<file path="src/rtl/zbt_arbiter.sv">
`default_nettype none
// ============================================================================
// Module      : zbt_arbiter
// Description : Shares one pipelined ZBT SRAM among three requesters with
//               fixed priority: display reader (read-only, highest), NTSC
//               capture writer (write-only, via a small FIFO) and a
//               frame-processing port (read/write, request/grant, lowest).
//               At most one memory operation is issued per cycle; read data
//               is routed back to the requester that issued it, in order.
// Ports       : clk/reset            - clock, synchronous active-high reset
//               disp_*               - display read request / returned data
//               ntsc_*               - NTSC write strobe, overflow flag
//               fifo_level           - NTSC FIFO occupancy (registered)
//               proc_*               - processor request/grant, read return
//               mem_*                - ZBT address, write enable, write data,
//                                      read data
// Revision    : 1.0 - initial release
// ============================================================================
module zbt_arbiter #(
    parameter int FIFO_DEPTH = 4,
    parameter int LAT        = 2
) (
    input  logic                          clk,
    input  logic                          reset,
    input  logic                          disp_req,
    input  logic [18:0]                   disp_addr,
    output logic [35:0]                   disp_data,
    output logic                          disp_valid,
    input  logic                          ntsc_we,
    input  logic [18:0]                   ntsc_addr,
    input  logic [35:0]                   ntsc_data,
    output logic                          ntsc_overflow,
    output logic [$clog2(FIFO_DEPTH):0]   fifo_level,
    input  logic                          proc_req,
    input  logic                          proc_we,
    input  logic [18:0]                   proc_addr,
    input  logic [35:0]                   proc_wdata,
    output logic                          proc_gnt,
    output logic [35:0]                   proc_rdata,
    output logic                          proc_rvalid,
    output logic [18:0]                   mem_addr,
    output logic                          mem_we,
    output logic [35:0]                   mem_wdata,
    input  logic [35:0]                   mem_rdata
);

    localparam int                 c_ptr_w   = $clog2(FIFO_DEPTH);
    localparam int                 c_lvl_w   = c_ptr_w + 1;
    localparam logic [c_lvl_w-1:0] c_depth   = c_lvl_w'(FIFO_DEPTH);
    localparam logic [c_lvl_w-1:0] c_lvl_one = c_lvl_w'(1);
    localparam logic [c_ptr_w-1:0] c_ptr_one = c_ptr_w'(1);

    // ------------------------------------------------------------------
    // NTSC FIFO state
    // ------------------------------------------------------------------
    logic [18:0]        fifo_addr_q [FIFO_DEPTH];
    logic [35:0]        fifo_data_q [FIFO_DEPTH];
    logic [c_ptr_w-1:0] wr_ptr_q, wr_ptr_d;
    logic [c_ptr_w-1:0] rd_ptr_q, rd_ptr_d;
    logic [c_lvl_w-1:0] count_q, count_d;
    logic               ovf_q, ovf_d;

    logic               w_fifo_empty;
    logic               w_fifo_full;
    logic               w_fifo_push;
    logic               w_fifo_pop;

    // ------------------------------------------------------------------
    // Arbitration result for the current cycle
    // ------------------------------------------------------------------
    logic               w_sel_disp;
    logic               w_sel_ntsc;
    logic               w_sel_proc;
    logic               w_issue_v;
    logic               w_issue_we;
    logic [18:0]        w_issue_addr;
    logic [35:0]        w_issue_wdata;

    // ------------------------------------------------------------------
    // Issue register, write-data pipeline, read tag pipeline, returns
    // ------------------------------------------------------------------
    logic [18:0]        mem_addr_q, mem_addr_d;
    logic               mem_we_q, mem_we_d;
    logic [35:0]        mem_wdata_q, mem_wdata_d;
    logic               proc_gnt_q, proc_gnt_d;

    // Bit k of the tag pipeline belongs to the read whose address is k
    // cycles old; owner bit set means the processor port issued it.
    logic [LAT:0]       tag_v_q, tag_v_d;
    logic [LAT:0]       tag_own_q, tag_own_d;

    logic [LAT-1:0]     wd_v_q, wd_v_d;
    logic [35:0]        wd_data_q [LAT];
    logic [35:0]        wd_data_d [LAT];

    logic               disp_valid_q, disp_valid_d;
    logic [35:0]        disp_data_q, disp_data_d;
    logic               proc_rvalid_q, proc_rvalid_d;
    logic [35:0]        proc_rdata_q, proc_rdata_d;

    // ------------------------------------------------------------------
    // Arbitration and FIFO bookkeeping
    // ------------------------------------------------------------------
    always_comb begin
        w_fifo_empty  = (count_q == '0);
        w_fifo_full   = (count_q == c_depth);

        w_sel_disp    = disp_req;
        w_sel_ntsc    = !disp_req && !w_fifo_empty;
        // The grant pulse masks the still-held request for one cycle so a
        // single request is never issued twice.
        w_sel_proc    = !disp_req && w_fifo_empty && proc_req && !proc_gnt_q;

        w_issue_v     = w_sel_disp || w_sel_ntsc || w_sel_proc;
        w_issue_we    = w_sel_ntsc || (w_sel_proc && proc_we);
        w_issue_addr  = proc_addr;
        w_issue_wdata = proc_wdata;
        if (w_sel_disp) begin
            w_issue_addr = disp_addr;
        end else if (w_sel_ntsc) begin
            w_issue_addr  = fifo_addr_q[rd_ptr_q];
            w_issue_wdata = fifo_data_q[rd_ptr_q];
        end

        // A same-cycle pop frees a slot, so a full FIFO still accepts.
        w_fifo_pop    = w_sel_ntsc;
        w_fifo_push   = ntsc_we && (!w_fifo_full || w_fifo_pop);
        ovf_d         = ovf_q || (ntsc_we && w_fifo_full && !w_fifo_pop);

        wr_ptr_d      = w_fifo_push ? wr_ptr_q + c_ptr_one : wr_ptr_q;
        rd_ptr_d      = w_fifo_pop  ? rd_ptr_q + c_ptr_one : rd_ptr_q;
        count_d       = count_q;
        if (w_fifo_push && !w_fifo_pop) begin
            count_d = count_q + c_lvl_one;
        end else if (!w_fifo_push && w_fifo_pop) begin
            count_d = count_q - c_lvl_one;
        end
    end

    // ------------------------------------------------------------------
    // Memory pins, pipelines and read return routing
    // ------------------------------------------------------------------
    always_comb begin
        mem_addr_d    = w_issue_v ? w_issue_addr : mem_addr_q;
        mem_we_d      = w_issue_v && w_issue_we;
        proc_gnt_d    = w_sel_proc;

        tag_v_d       = {tag_v_q[LAT-1:0], (w_issue_v && !w_issue_we)};
        tag_own_d     = {tag_own_q[LAT-1:0], w_sel_proc};

        wd_v_d[0]     = w_issue_v && w_issue_we;
        wd_data_d[0]  = w_issue_wdata;
        for (int k = 1; k < LAT; k++) begin
            wd_v_d[k]    = wd_v_q[k-1];
            wd_data_d[k] = wd_data_q[k-1];
        end

        // The last write-data stage lands on the pins LAT cycles after
        // its address; otherwise the pins keep their previous value.
        mem_wdata_d   = wd_v_q[LAT-1] ? wd_data_q[LAT-1] : mem_wdata_q;

        // mem_rdata in this cycle belongs to the read at tag stage LAT.
        disp_valid_d  = tag_v_q[LAT] && !tag_own_q[LAT];
        proc_rvalid_d = tag_v_q[LAT] &&  tag_own_q[LAT];
        disp_data_d   = disp_valid_d  ? mem_rdata : disp_data_q;
        proc_rdata_d  = proc_rvalid_d ? mem_rdata : proc_rdata_q;
    end

    always_ff @(posedge clk) begin
        if (reset) begin
            wr_ptr_q      <= '0;
            rd_ptr_q      <= '0;
            count_q       <= '0;
            ovf_q         <= 1'b0;
            mem_addr_q    <= '0;
            mem_we_q      <= 1'b0;
            mem_wdata_q   <= '0;
            proc_gnt_q    <= 1'b0;
            tag_v_q       <= '0;
            tag_own_q     <= '0;
            wd_v_q        <= '0;
            for (int k = 0; k < LAT; k++) begin
                wd_data_q[k] <= '0;
            end
            disp_valid_q  <= 1'b0;
            disp_data_q   <= '0;
            proc_rvalid_q <= 1'b0;
            proc_rdata_q  <= '0;
        end else begin
            wr_ptr_q      <= wr_ptr_d;
            rd_ptr_q      <= rd_ptr_d;
            count_q       <= count_d;
            ovf_q         <= ovf_d;
            mem_addr_q    <= mem_addr_d;
            mem_we_q      <= mem_we_d;
            mem_wdata_q   <= mem_wdata_d;
            proc_gnt_q    <= proc_gnt_d;
            tag_v_q       <= tag_v_d;
            tag_own_q     <= tag_own_d;
            wd_v_q        <= wd_v_d;
            wd_data_q     <= wd_data_d;
            disp_valid_q  <= disp_valid_d;
            disp_data_q   <= disp_data_d;
            proc_rvalid_q <= proc_rvalid_d;
            proc_rdata_q  <= proc_rdata_d;
        end
    end

    // FIFO storage needs no reset: occupancy alone defines what is valid.
    always_ff @(posedge clk) begin
        if (w_fifo_push) begin
            fifo_addr_q[wr_ptr_q] <= ntsc_addr;
            fifo_data_q[wr_ptr_q] <= ntsc_data;
        end
    end

    assign disp_data     = disp_data_q;
    assign disp_valid    = disp_valid_q;
    assign ntsc_overflow = ovf_q;
    assign fifo_level    = count_q;
    assign proc_gnt      = proc_gnt_q;
    assign proc_rdata    = proc_rdata_q;
    assign proc_rvalid   = proc_rvalid_q;
    assign mem_addr      = mem_addr_q;
    assign mem_we        = mem_we_q;
    assign mem_wdata     = mem_wdata_q;

endmodule
`default_nettype wire

</file>
<file path="config.mk">
export PLATFORM = sky130hd
export DESIGN_NAME = zbt_arbiter
export DESIGN_NICKNAME = d
export VERILOG_FILES = /design/src/rtl/zbt_arbiter.sv
export SDC_FILE = /design/constraint.sdc
export NUM_CORES = 1
export LEC_CHECK = 0
export BUFFER_PORTS_ARGS = -buffer_cell sky130_fd_sc_hd__buf_4
export CORE_MARGIN = 8
export CORE_UTILIZATION = 30
export CTS_CLUSTER_DIAMETER = 50
export DETAILED_ROUTE_END_ITERATION = 8
export GPL_TIMING_DRIVEN = 0
export PLACE_DENSITY = 0.6
export SYNTH_ARGS = -nofsm -noshare
export SYNTH_HDL_FRONTEND = slang
export SYNTH_SLANG_ARGS = --single-unit
</file>
<file path="constraint.sdc">
create_clock -name clk -period 3.6 [get_ports clk]
set_input_delay 0.72 -clock clk [delete_from_list [all_inputs] [get_ports clk]]
set_output_delay 0.72 -clock clk [all_outputs]
set_load 0.005 [all_outputs]
</file>
Word-level counts from Yosys, hierarchy flattened. Memory sizes are Yosys's and may differ from the RTL's. A register that Yosys moved wholly into a read port is not among the register bits. Cells that the tools add are included.

Mux-type cells: 12. Reduce and logical (&&, ||, !) cells: 29. $add $sub $neg: 4. Eq/ne operators: 1.

Operators with widths (number): 2-to-1 mux 36 bit (2); 2-to-1 mux 19 bit (2); logical AND 1 bit (14); zero test 1 bit (8); 2-to-1 mux 2 bit (4); 2-to-1 mux 3 bit (2); logical OR 1 bit (5); adder 2 x 1 -> 2 bit, second input constant (2); adder 3 x 1 -> 3 bit, second input constant (1); equality test 3 bit, second input constant (1); zero test 3 bit (1); subtractor 3 x 1 -> 3 bit, second input constant (1); 2-to-1 mux 1 bit (2); nonzero test 2 bit (1).

Bits in registers: 219. Logic and storage cells: 65. Output and inout bits: 135. Memories: 2. Memory bits (writable): 220. Input port bits: 171.

Memory list: fifo_data_q (depth 4, width 36, rd ports 1, clocked after Yosys merged registers in 1, wr ports 1, RTL line 57) `logic [35:0] fifo_data_q [FIFO_DEPTH];`; fifo_addr_q (depth 4, width 19, rd ports 1, clocked after Yosys merged registers in 1, wr ports 1, RTL line 56) `logic [18:0] fifo_addr_q [FIFO_DEPTH];`.

Logic depth before layout (Yosys ltp).
Depth in word-level cells: 9. Mapped depth: 9. Gate-level depth less buffers: 8.

Worst setup path after synthesis. Ideal clock, no wire load.

Kind: input to register. From: input port disp_req. To: memory fifo_addr_q[0][0] (enable). Setup time: 0.419 ns. Path slack: 0.703 ns. Path buffers: 1. Data required time: 3.181 ns. Stages on the path: 3. Arrival: 2.479 ns. Cells stage by stage: buf_2 > or4bb_1 > and3_1.

Word-level cells in the longest chain between the ends: 6.

RTL lines: start: declaration (RTL line 25) `input logic disp_req,`; zero test 1 bit (RTL line 109) `w_sel_ntsc = !disp_req && !w_fifo_empty;`; logical AND 1 bit (RTL line 109); logical OR 1 bit (RTL line 127) `w_fifo_push = ntsc_we && (!w_fifo_full || w_fifo_pop);`; logical AND 1 bit (RTL line 127); 2-to-1 mux 1 bit (RTL line 211) `if (w_fifo_push) begin`; 2-to-1 mux 1 bit (not written as such) (RTL line 212) `fifo_addr_q[wr_ptr_q] <= ntsc_addr;`; end: declaration (RTL line 56).

Every way passes these cells.

Worst setup path after layout.
From: register count_q[0], in the netlist fifo_level[0]. To: register count_q[2], in the netlist fifo_level[2].

Word-level cells in the longest chain between the ends: 8. Elaborated cells between the ends (all ways): 16. Classes of those cells: add/sub (2); eq/ne (1); mux (2); reduce/logical (11).

RTL lines: start: declaration (RTL line 60) `logic [c_lvl_w-1:0] count_q, count_d;`; start signal: assignment (RTL line 192) `count_q <= count_d;`; parallel branches: the longest is 8 deep, another holds subtractor 3 x 1 -> 3 bit.

Several ways; the timed one is not identified. The select of a mux whose other input is x is not followed. A chain may end at the register's enable or synchronous reset.

==> results.py <==
metrics = {
    "worst_setup_path": {
        "cp-endpoint": "fifo_level[2]",
        "cp.required_ps": 4100,
        "path_common_cell": "or3_1",
        "path_cells": "or3_1, nand2b_1, clkbuf_1, ha_1, inv_1, fa_1, xor2_1, or3_1, a21oi_1",
        "slowest_stage": "clkbuf_1",
        "endpoint_kind": "flop",
        "rrSetupSlack_ps": 590,
        "setup.worst_path.class": "flop to flop",
        "r2r_end": "fifo_level[2]",
        "reg2regPathDepth": 9,
        "worst_setup_path_start_kind": "flop",
        "worstPathArrival_ps": 3510,
        "max_stage_delay_ps": 540,
        "crit_start": "fifo_level[0]",
        "cp_max_fo": 10,
        "r2r-start": "fifo_level[0]",
    },
    "power_and_ir_drop": {
        "comb_power_share_pct": 16.9,
        "switching_share_pct": 26.4,
        "p_clk_share_pct": 38.5,
        "powerDensity_mw_per_mm2": 636,
        "seqPwrFrac_pct": 44.5,
        "cellInternalPower_mw": 9.74,
        "power_leakage_nw": 7.56,
        "ir_worst_vdd_uv": 360,
        "switchingPower_mw": 3.49,
        "power_mw": 13.2,
    },
    "final_layout": {
        "finalNonFillerCells": 2229,
        "syn2layout_area_growth_pct": 31.2,
        "final.fill_count": 4926,
        "finalInstanceArea_mm2": 0.0208,
        "nets": 1673,
        "layout-drive-gt1-share_pct": 32.0,
        "finish.utilization_pct": 39.7,
    },
    "global_routing": {
        "antenna_found_initial": 4,
        "grt_pass1_vias": 10930,
        "track_usage_pct": 14.3,
        "gr-total-overflow": 0,
        "grt_pass1_wl_um": 66300,
        "grt_max_degree": 36,
    },
    "route": {
        "dr_wl_met3_um": 3360,
        "top_layer": "met5",
        "wl_per_cell_um": 20.1,
        "vias": 10345,
        "postRouteAntennaNets": 0,
        "wl_met1_um": 18100,
        "drt_iter0_markers": 518,
        "vias_per_cell": 4.64,
        "wl_met2_um": 22400,
        "drt_first_pass_iters": 7,
        "drt_wl_total_um": 44800,
        "drc": 0,
    },
    "floorplanning": {
        "die_w_um": 246,
        "die_area_mm2": 0.0605,
        "row_count": 84,
        "die_h_um": 246,
        "io_pins": 306,
        "initial_core_util_pct": 30.3,
        "core_mm2": 0.0524,
    },
    "clock_tree": {
        "h-tree-depth": 2,
        "cts_resized": 0,
        "ctsRootBufferMaster": "clkbuf_16",
        "clkTransAtPathRegs_ps": 60,
        "clk_latency_ps": 580,
        "clk_path_buf_depth": 3,
        "numCtsBuffers": 52,
        "hold_buffers": 0,
        "tritoncts": "built",
        "cts.sinks": 439,
        "post_cts_buffers": 0,
    },
    "yosys": {
        "synth-async-reset-ratio_pct": 0,
        "yosysWarnings": 0,
        "syn-instance-count": 1134,
        "synth_edf_count": 220,
        "syn-num-nets": 1311,
        "yosysSeqAreaShare_pct": 69.3,
        "avgSynthCellArea_um2": 14.0,
        "ys_types": 36,
        "yosys_register_bits": 439,
        "syn_area_mm2": 0.0159,
        "ys.flop_type": "edfxtp_1",
    },
    "placed_design": {
        "dp_cells": 2130,
        "portBuffers": 304,
        "dpl_cell_area_mm2": 0.0191,
        "dp_hpwl_um": 31900,
        "gp_congestion": 0.842,
        "place_ws_ps": 555,
    },
    "timing": {
        "rsz0062_at_grt": "no",
        "maxSlewViolCount": 0,
        "fmax_ghz": 0.333,
        "layout_setup_ws_ps": 594,
        "tightest_slew_ps": 899,
        "finClkSkew_ps": 13.4,
        "tns_ps": 0,
        "setup_violations": 0,
        "holdWs_ps": 333,
        "period_needed_ps": 3010,
        "finalHoldViolations": 0,
        "relSlewSlack_pct": 40.1,
        "min_period_over_period_pct": 83.5,
    },
    "hold_path": {
        "hold_path_class": "input port to flop",
    },
    "status": {
        "outcome": "complete, no violations",
    },
    "run": {
        "drv_cap": 0,
    },
}
[cell families after synthesis]
kind of cell / share of synthesized area, %
multiplexers: 10.1
AND/OR/NAND/NOR: 10.7
adder cells (fa/ha/maj): 0.520
AO/OA/AOI/OAI: 6.81
XOR/XNOR: 0.110
buffers and inverters: 2.44
flip-flops: 69.3
[worst max-delay path, delay by kind of cell (launching register included)]
| kind | cells | cell delay [ps] |
|---|---|---|
| DFF | 1 | 430 |
| xor gates and xnor gates | 1 | 170 |
| AOI/OAI and AO/OA | 1 | 160 |
| and+or+nand+nor | 3 | 860 |
| adders and majority gates | 2 | 690 |
| buffers and inverters | 2 | 610 |
[final cells by class]
class	count	area (um2)	area share, %
Buffer	83	365	1.76
Clock buffer	72	1490	7.15
Antenna cell	2	5.00	0.0240
Inverter	6	22.5	0.108
Multi-Input combinational cell	606	4510	21.7
Tap cell	688	861	4.14
Sequential cell	439	11000	52.8
Clock inverter	25	205	0.986
Timing Repair Buffer	308	2370	11.4
[power by group through the flow]
stage | sequential (mW) | combinational [mW] | clock [mW]
floorplan | 5.95 | 1.37 | 0
global placement | 6.00 | 2.23 | 0
detailed placement | 6.00 | 2.30 | 0
CTS | 5.89 | 2.30 | 5.24
global route | 5.93 | 2.45 | 5.43
finish | 5.89 | 2.24 | 5.10
[routing by layer]
layer | global-route usage (%) | vias to the layer above
li1 | - | 4888
met1 | 17.0 | 5074
met2 | 24.9 | 305
met3 | 4.17 | 74
met4 | 4.25 | 4
met5 | 0 | -
[Yosys cell counts, types with 20 or more instances]
master    count  area share (%)
clkbuf_1     54             1.3
mux2i_1      37             2.3
dfxtp_1     219              28
edfxtp_1    220              42
nand3_1      22            0.69
nor3_1       20            0.63
o31ai_1      20            0.95
mux4_2       55             7.8
nor2b_1      78             3.1
nand2_1     146             3.5
a21oi_1      80             2.5
nor2_1       44             1.0
a32o_1       36             2.3
[registers in the layout, summed over array words and instances (netlist names), 2 cells and up, named ones only]
register and count:
proc_rdata 36, wd_v_q 2, tag_v_q 3, fifo_level 3, fifo_addr_q 76, fifo_data_q 144
wd_data_d 36, tag_own_q 3, mem_addr 19, rd_ptr_q 2, wr_ptr_q 2, disp_data 36
wd_data_q 36, mem_wdata 36
[worst min-delay path by stage]
stage | slack, ps | to | cells after the start | startpoint
6_report | 330 | fifo_data_q[2][12] | 1 | ntsc_data[12]
5_1_grt | 300 | fifo_data_q[3][15] | 1 | ntsc_data[15]
4_1_cts | 290 | fifo_data_q[3][35] | 1 | ntsc_data[35]
3_5_place_dp | 420 | wd_data_q[8] | 1 | wd_data_d[8]
3_3_place_gp | 420 | wd_data_q[21] | 1 | wd_data_d[21]
2_1_floorplan | 410 | tag_own_q[2] | 1 | tag_own_q[1]
[cell usage in the layout, fill, tap and decap left out, types with 2 or more instances in the layout]
cell type and n:
nand2b_1 2, a22oi_1 19, clkinv_1 2, clkbuf_8 7, ha_1 5, o21ai_0 4
or4_1 2, and3_4 4, a32o_1 36, a21oi_1 80, diode_2 2, inv_1 6
nor3_1 20, or3_1 3, buf_2 13, o31ai_1 20, inv_6 7, buf_4 309
mux2i_1 37, buf_1 9, edfxtp_1 220, xor2_1 2, clkbuf_16 54, buf_12 3
inv_8 4, nor2_1 44, or3b_2 19, clkinv_2 9, mux4_2 55, clkbuf_1 65
dfxtp_1 219, nor2b_1 78, nand3_1 22, nand2_1 146
(Power assumes the default switching activity.)
